### src/rtl/mips_multi_cycle.sv
// Multi-cycle MIPS-I subset core: one shared ALU and register file, stepped by an FSM,
// with a unified instruction/data memory behind a req/ready handshake.
module mips_multi_cycle #(
  parameter logic [31:0] RESET_PC   = 32'h0000_0000,
  parameter int          ADDR_W     = 32,
  parameter bit          CLEAR_REGS = 1'b1
) (
  input  logic              clk,
  input  logic              reset,
  output logic              mem_req,
  output logic              mem_we,
  output logic [ADDR_W-1:0] mem_addr,
  output logic [31:0]       mem_wdata,
  input  logic [31:0]       mem_rdata,
  input  logic              mem_ready,
  output logic              halted,
  output logic [31:0]       pc_o
);

  localparam logic [5:0] OP_RTYPE = 6'h00;
  localparam logic [5:0] OP_J     = 6'h02;
  localparam logic [5:0] OP_BEQ   = 6'h04;
  localparam logic [5:0] OP_BNE   = 6'h05;
  localparam logic [5:0] OP_ADDI  = 6'h08;
  localparam logic [5:0] OP_LW    = 6'h23;
  localparam logic [5:0] OP_SW    = 6'h2B;
  localparam logic [5:0] OP_HALT  = 6'h3F;

  localparam logic [5:0] FN_ADD = 6'h20;
  localparam logic [5:0] FN_SUB = 6'h22;
  localparam logic [5:0] FN_AND = 6'h24;
  localparam logic [5:0] FN_OR  = 6'h25;
  localparam logic [5:0] FN_SLT = 6'h2A;

  typedef enum logic [2:0] {
    S_FETCH  = 3'd0,
    S_DECODE = 3'd1,
    S_EXEC   = 3'd2,
    S_MEM    = 3'd3,
    S_WB     = 3'd4,
    S_HALT   = 3'd5
  } state_t;

  state_t      state_q, state_d;
  logic [31:0] pc_q, pc_d;
  logic [31:0] ir_q, ir_d;
  logic [31:0] a_q, a_d;
  logic [31:0] b_q, b_d;
  logic [31:0] target_q, target_d;
  logic [31:0] alu_q, alu_d;
  logic [31:0] mdr_q, mdr_d;
  logic        halted_q, halted_d;

  logic [31:0] rf_q [32];
  logic        rf_we;
  logic [4:0]  rf_waddr;
  logic [31:0] rf_wdata;

  logic [5:0]  opcode, funct;
  logic [4:0]  rs, rt, rd;
  logic [31:0] imm_sext;
  logic [31:0] rs_val, rt_val;
  logic        funct_ok;
  logic [31:0] alu_b, alu_res;
  logic [31:0] mem_addr_full;

  assign opcode   = ir_q[31:26];
  assign rs       = ir_q[25:21];
  assign rt       = ir_q[20:16];
  assign rd       = ir_q[15:11];
  assign funct    = ir_q[5:0];
  assign imm_sext = {{16{ir_q[15]}}, ir_q[15:0]};

  // $0 reads as zero whatever the array holds, so CLEAR_REGS=0 stays correct.
  assign rs_val = (rs == 5'd0) ? 32'd0 : rf_q[rs];
  assign rt_val = (rt == 5'd0) ? 32'd0 : rf_q[rt];

  assign funct_ok = (funct == FN_ADD) || (funct == FN_SUB) || (funct == FN_AND) ||
                    (funct == FN_OR)  || (funct == FN_SLT);

  always_comb begin
    alu_b   = (opcode == OP_RTYPE) ? b_q : imm_sext;
    alu_res = a_q + alu_b;
    if (opcode == OP_RTYPE) begin
      case (funct)
        FN_SUB:  alu_res = a_q - b_q;
        FN_AND:  alu_res = a_q & b_q;
        FN_OR:   alu_res = a_q | b_q;
        FN_SLT:  alu_res = {31'd0, ($signed(a_q) < $signed(b_q))};
        default: alu_res = a_q + b_q;
      endcase
    end
  end

  // Request is purely a function of state and is dropped the moment reset rises.
  assign mem_req       = !reset && ((state_q == S_FETCH) || (state_q == S_MEM));
  assign mem_we        = mem_req && (state_q == S_MEM) && (opcode == OP_SW);
  assign mem_addr_full = (state_q == S_MEM) ? alu_q : pc_q;
  assign mem_addr      = mem_addr_full[ADDR_W-1:0];
  assign mem_wdata     = b_q;
  assign halted        = halted_q;
  assign pc_o          = pc_q;

  always_comb begin
    state_d  = state_q;
    pc_d     = pc_q;
    ir_d     = ir_q;
    a_d      = a_q;
    b_d      = b_q;
    target_d = target_q;
    alu_d    = alu_q;
    mdr_d    = mdr_q;
    halted_d = halted_q;
    rf_we    = 1'b0;
    rf_waddr = rt;
    rf_wdata = alu_q;

    case (state_q)
      S_FETCH: begin
        if (mem_ready) begin
          ir_d    = mem_rdata;
          pc_d    = pc_q + 32'd4;
          state_d = S_DECODE;
        end
      end
      S_DECODE: begin
        a_d      = rs_val;
        b_d      = rt_val;
        target_d = pc_q + (imm_sext << 2);
        case (opcode)
          OP_J: begin
            pc_d    = {pc_q[31:28], ir_q[25:0], 2'b00};
            state_d = S_FETCH;
          end
          OP_HALT: begin
            halted_d = 1'b1;
            state_d  = S_HALT;
          end
          OP_RTYPE: state_d = funct_ok ? S_EXEC : S_FETCH;
          OP_BEQ, OP_BNE, OP_ADDI, OP_LW, OP_SW: state_d = S_EXEC;
          default: state_d = S_FETCH;
        endcase
      end
      S_EXEC: begin
        alu_d = alu_res;
        case (opcode)
          OP_BEQ: begin
            if (a_q == b_q) pc_d = target_q;
            state_d = S_FETCH;
          end
          OP_BNE: begin
            if (a_q != b_q) pc_d = target_q;
            state_d = S_FETCH;
          end
          OP_LW, OP_SW: state_d = S_MEM;
          default:      state_d = S_WB;
        endcase
      end
      S_MEM: begin
        if (mem_ready) begin
          if (opcode == OP_SW) begin
            state_d = S_FETCH;
          end else begin
            mdr_d   = mem_rdata;
            state_d = S_WB;
          end
        end
      end
      S_WB: begin
        rf_we = 1'b1;
        if (opcode == OP_RTYPE) begin
          rf_waddr = rd;
        end else if (opcode == OP_LW) begin
          rf_wdata = mdr_q;
        end
        state_d = S_FETCH;
      end
      S_HALT:  state_d = S_HALT;
      default: state_d = S_FETCH;
    endcase
  end

  always_ff @(posedge clk or posedge reset) begin
    if (reset) begin
      state_q  <= S_FETCH;
      pc_q     <= RESET_PC;
      ir_q     <= '0;
      a_q      <= '0;
      b_q      <= '0;
      target_q <= '0;
      alu_q    <= '0;
      mdr_q    <= '0;
      halted_q <= 1'b0;
    end else begin
      state_q  <= state_d;
      pc_q     <= pc_d;
      ir_q     <= ir_d;
      a_q      <= a_d;
      b_q      <= b_d;
      target_q <= target_d;
      alu_q    <= alu_d;
      mdr_q    <= mdr_d;
      halted_q <= halted_d;
    end
  end

  generate
    if (CLEAR_REGS) begin : g_rf_clear
      always_ff @(posedge clk or posedge reset) begin
        if (reset) begin
          for (int i = 0; i < 32; i++) rf_q[i] <= '0;
        end else if (rf_we && (rf_waddr != 5'd0)) begin
          rf_q[rf_waddr] <= rf_wdata;
        end
      end
    end else begin : g_rf_keep
      always_ff @(posedge clk) begin
        if (rf_we && (rf_waddr != 5'd0)) begin
          rf_q[rf_waddr] <= rf_wdata;
        end
      end
    end
  endgenerate

endmodule

### config.mk
export PLATFORM = sky130hd
export DESIGN_NAME = mips_multi_cycle
export DESIGN_NICKNAME = d
export VERILOG_FILES = /design/src/rtl/mips_multi_cycle.sv
export SDC_FILE = /design/constraint.sdc
export NUM_CORES = 2
export LEC_CHECK = 0
export CAP_MARGIN = 20
export CORE_MARGIN = 2
export CORE_UTILIZATION = 52
export DETAILED_ROUTE_END_ITERATION = 6
export PLACE_DENSITY = 0.69
export RECOVER_POWER = 50
export SLEW_MARGIN = 20
export SYNTH_ARGS = -nofsm -noshare
export SYNTH_HDL_FRONTEND = slang
export SYNTH_SLANG_ARGS = --single-unit
### constraint.sdc
create_clock -name clk -period 77.5 [get_ports clk]
set_input_delay 23.25 -clock clk [delete_from_list [all_inputs] [get_ports clk]]
set_output_delay 23.25 -clock clk [all_outputs]
set_load 0.05 [all_outputs]
==> flow_summary.toml <==
[final_layout]
layout-drive-gt1-share_pct = 14.4
final_nets = 6963
layout.area.seq_sq_mm = 0.0314
multi_input_area_sq_mm = 0.0362
final_util_pct = 57.9
area_growth_pct = 10.2
fillCellCount = 11200

[setup_path]
end_kind = "primary output"
path_delay_family = "buffers and inverters"
cpMaxStageDelayCell = "clkdlybuf4s50_1"
cp.arrival_ns = 24.90
crit_buf_inv = 2
worstPathMaxFanout = 3
required_ns = 54.25
path_cells = "dlygate4sd3_1 -> nor3_1 -> clkdlybuf4s50_1"
crit_cells = 3
r2r_cells = 9
slowest_delay_ns = 0.84
cp-start-kind = "primary input"
critPathKind = "in2out"

[sta]
slew_headroom_pct = -229
min_period_over_period_pct = 62.1
finalClockSkew_ns = 0.0311
setup_violations = 0
period_minus_slack_ns = 48.15
setup_tns_ns = 0
tightest_slew_ns = 4.91
rsz0062_at_grt = "false"
finalMaxSlewViolations = 2651
fin_ws_ns = 29.35
hold_viol_final = 0
max_freq_mhz = 20.8

[synthesis]
post-synth-top-area-fraction_pct = 44.5
yosysSeqAreaShare_pct = 44.5
yosys_register_bits = 1252
synthCells = 6997
synth_ff_type = "dfrtp_1"
syn_nets = 7193
avgSynthCellArea_sq_um = 10.1
synthArstFlopShare_pct = 100
netlist_area_sq_mm = 0.0704
synth_edf_count = 0
synth_top_area_cell = "dfrtp_1"
synthTopCellsByArea = "dfrtp_1, mux4_2, a21oi_1, mux2i_1, o21ai_0"
ys_warn_count = 0
ys_types = 87

[clock_network]
cts_sinks = 1252
h-tree-depth = 4
clockBufferDepth = 3
ctsResizeCount = 0
postCtsHoldBufs = 0
clk_latency_ns = 0.80
cts_tree = "built"
root_buffer = "clkbuf_16"
numCtsBuffers = 137
clkTransAtPathRegs_ns = 0.06
cts_setup_buffers = 0

[detailed_routing]
drc = 0
vias = 57900
drtAntennaViolNets = 0
wl_microns = 249000
viasPerCell = 6.70
first_pass_iters = 6
drt_iter0_markers = 7332
post_drt_wl_per_cell_microns = 28.8

[global_routing]
grt_pass1_vias = 55300
track_usage_pct = 35.9
grt_first_pass_wirelength_microns = 366000
grt_overflow = 0
grt_max_degree = 200
grt_antenna_before_repair = 15

[floorplan]
dieArea_sq_mm = 0.138
die_height_microns = 372
die_x_microns = 372
initial_core_util_pct = 52.5
core_area_sq_mm = 0.134
rows = 134
ios = 134

[placed_design]
routabilityCongestion = 1.01
portBuffers = 133
place_hpwl_microns = 152000
dp_slack_ns = 29.37

[hold_path]
holdPathStages = 0
hold_class = "reg2reg"

[power]
p_total_w = 0.00337
peakVddDrop_mv = 0.0317
power.leakage_nw = 33.4
power_density_mw_per_mm2 = 43.5

[outcome]
violations = "capacitance limit, slew limit"
status = "complete, but fails checks"

[flow_run]
cap_violations = 55
==> cell usage after synthesis (15+ instances only) <==
cell,n
nand2_1,632
a21o_1,45
mux4_2,378
o21ai_1,71
o31ai_1,20
a31oi_1,29
xnor2_1,31
buf_2,128
o21ai_0,628
nor2_1,781
or3_1,15
nor3_1,80
xor2_1,27
buf_1,76
a21oi_1,889
a211oi_1,36
nor2b_1,19
a221oi_1,37
mux2i_1,327
o22ai_1,157
mux2_2,172
clkbuf_1,435
inv_1,121
o21bai_1,18
o21a_1,17
ha_1,157
dfrtp_1,1252
o221ai_1,93
nand2b_1,26
o211ai_1,21
and3_1,15
nand3_1,24
==> kinds of logic after synthesis <==
family	after synthesis	synth area share (%)
muxes	877	19.5
AOI/OAI and AO/OA	2187	17.9
xor gates and xnor gates	58	0.722
DFF	1252	44.5
buffers and inverters	768	4.40
adders and majority gates	161	2.91
and+or+nand+nor	1694	10.1
==> layout by cell type (no fill, tap or decap), types with 95 or more instances in the layout <==
| cell type | count |
|---|---|
| inv_1 | 120 |
| ha_1 | 157 |
| buf_4 | 95 |
| a21oi_1 | 888 |
| nor2_1 | 785 |
| mux2i_1 | 294 |
| dfrtp_1 | 1242 |
| clkdlybuf4s50_1 | 131 |
| mux4_2 | 378 |
| clkbuf_16 | 140 |
| mux2_2 | 172 |
| o21ai_0 | 674 |
| nand2_1 | 631 |
| o22ai_1 | 157 |
==> flip-flops by register name, indices dropped and copies added, names as in the netlist <==
register / cells
a_q: 32
mdr_q: 32
target_q: 32
state_q: 3
rf_q: 1024
halted: 1
alu_q: 32
pc_o: 32
ir_q: 32
mem_wdata: 32
==> layout make-up <==
cell class                 count  share of cell area, %
antenna                        2                0.00646
sequential                  1252                   40.5
clock buffer                 191                   5.22
clock inverter                53                   1.10
tap                         1768                   2.85
multi-input combinational   4977                   46.7
inverter                     121                  0.588
timing repair buffer         278                   3.11
==> metal layers <==
metal  up-vias  GRT usage (%)  share of wire [%]
met5         -              0              0.073
li1      25000              -                  -
met1     28900           48.1                 39
met2      3210           54.1                 44
met4        28           19.6                6.2
met3       747           8.75                 11
==> per-stage QoR <==
| step | hold WS (ns) | area (sq um) | std cells |
|---|---|---|---|
| after detailed placement | 0.387 | 72800 | 8391 |
| after global routing | 0.408 | 77500 | 8640 |
| after CTS | 0.400 | 77700 | 8635 |
| after global placement | 0.381 | 72800 | 8389 |
| final | 0.397 | 77500 | 8642 |
| after floorplan | 0.445 | 70400 | 6997 |
==> worst paths after layout <==
path	start	endpoint	slack (ns)
worst min-delay path	rf_q[1018]	rf_q[1018]	0.40
worst min register to register	rf_q[1018]	rf_q[1018]	0.40
worst max-delay path	reset	mem_req	29.35
max in group asynchronous	reset	rf_q[816]	48.25
worst max register to register	ir_q[22]	a_q[19]	65.74
min in group asynchronous	reset	alu_q[10]	24.51
==> power breakdown <==
group | switching (W) | internal (W)
Sequential | 0.000205 | 0.000820
Clock | 0.000285 | 0.000432
Combinational | 0.00103 | 0.000598
Power figures use the tool's default switching activity.
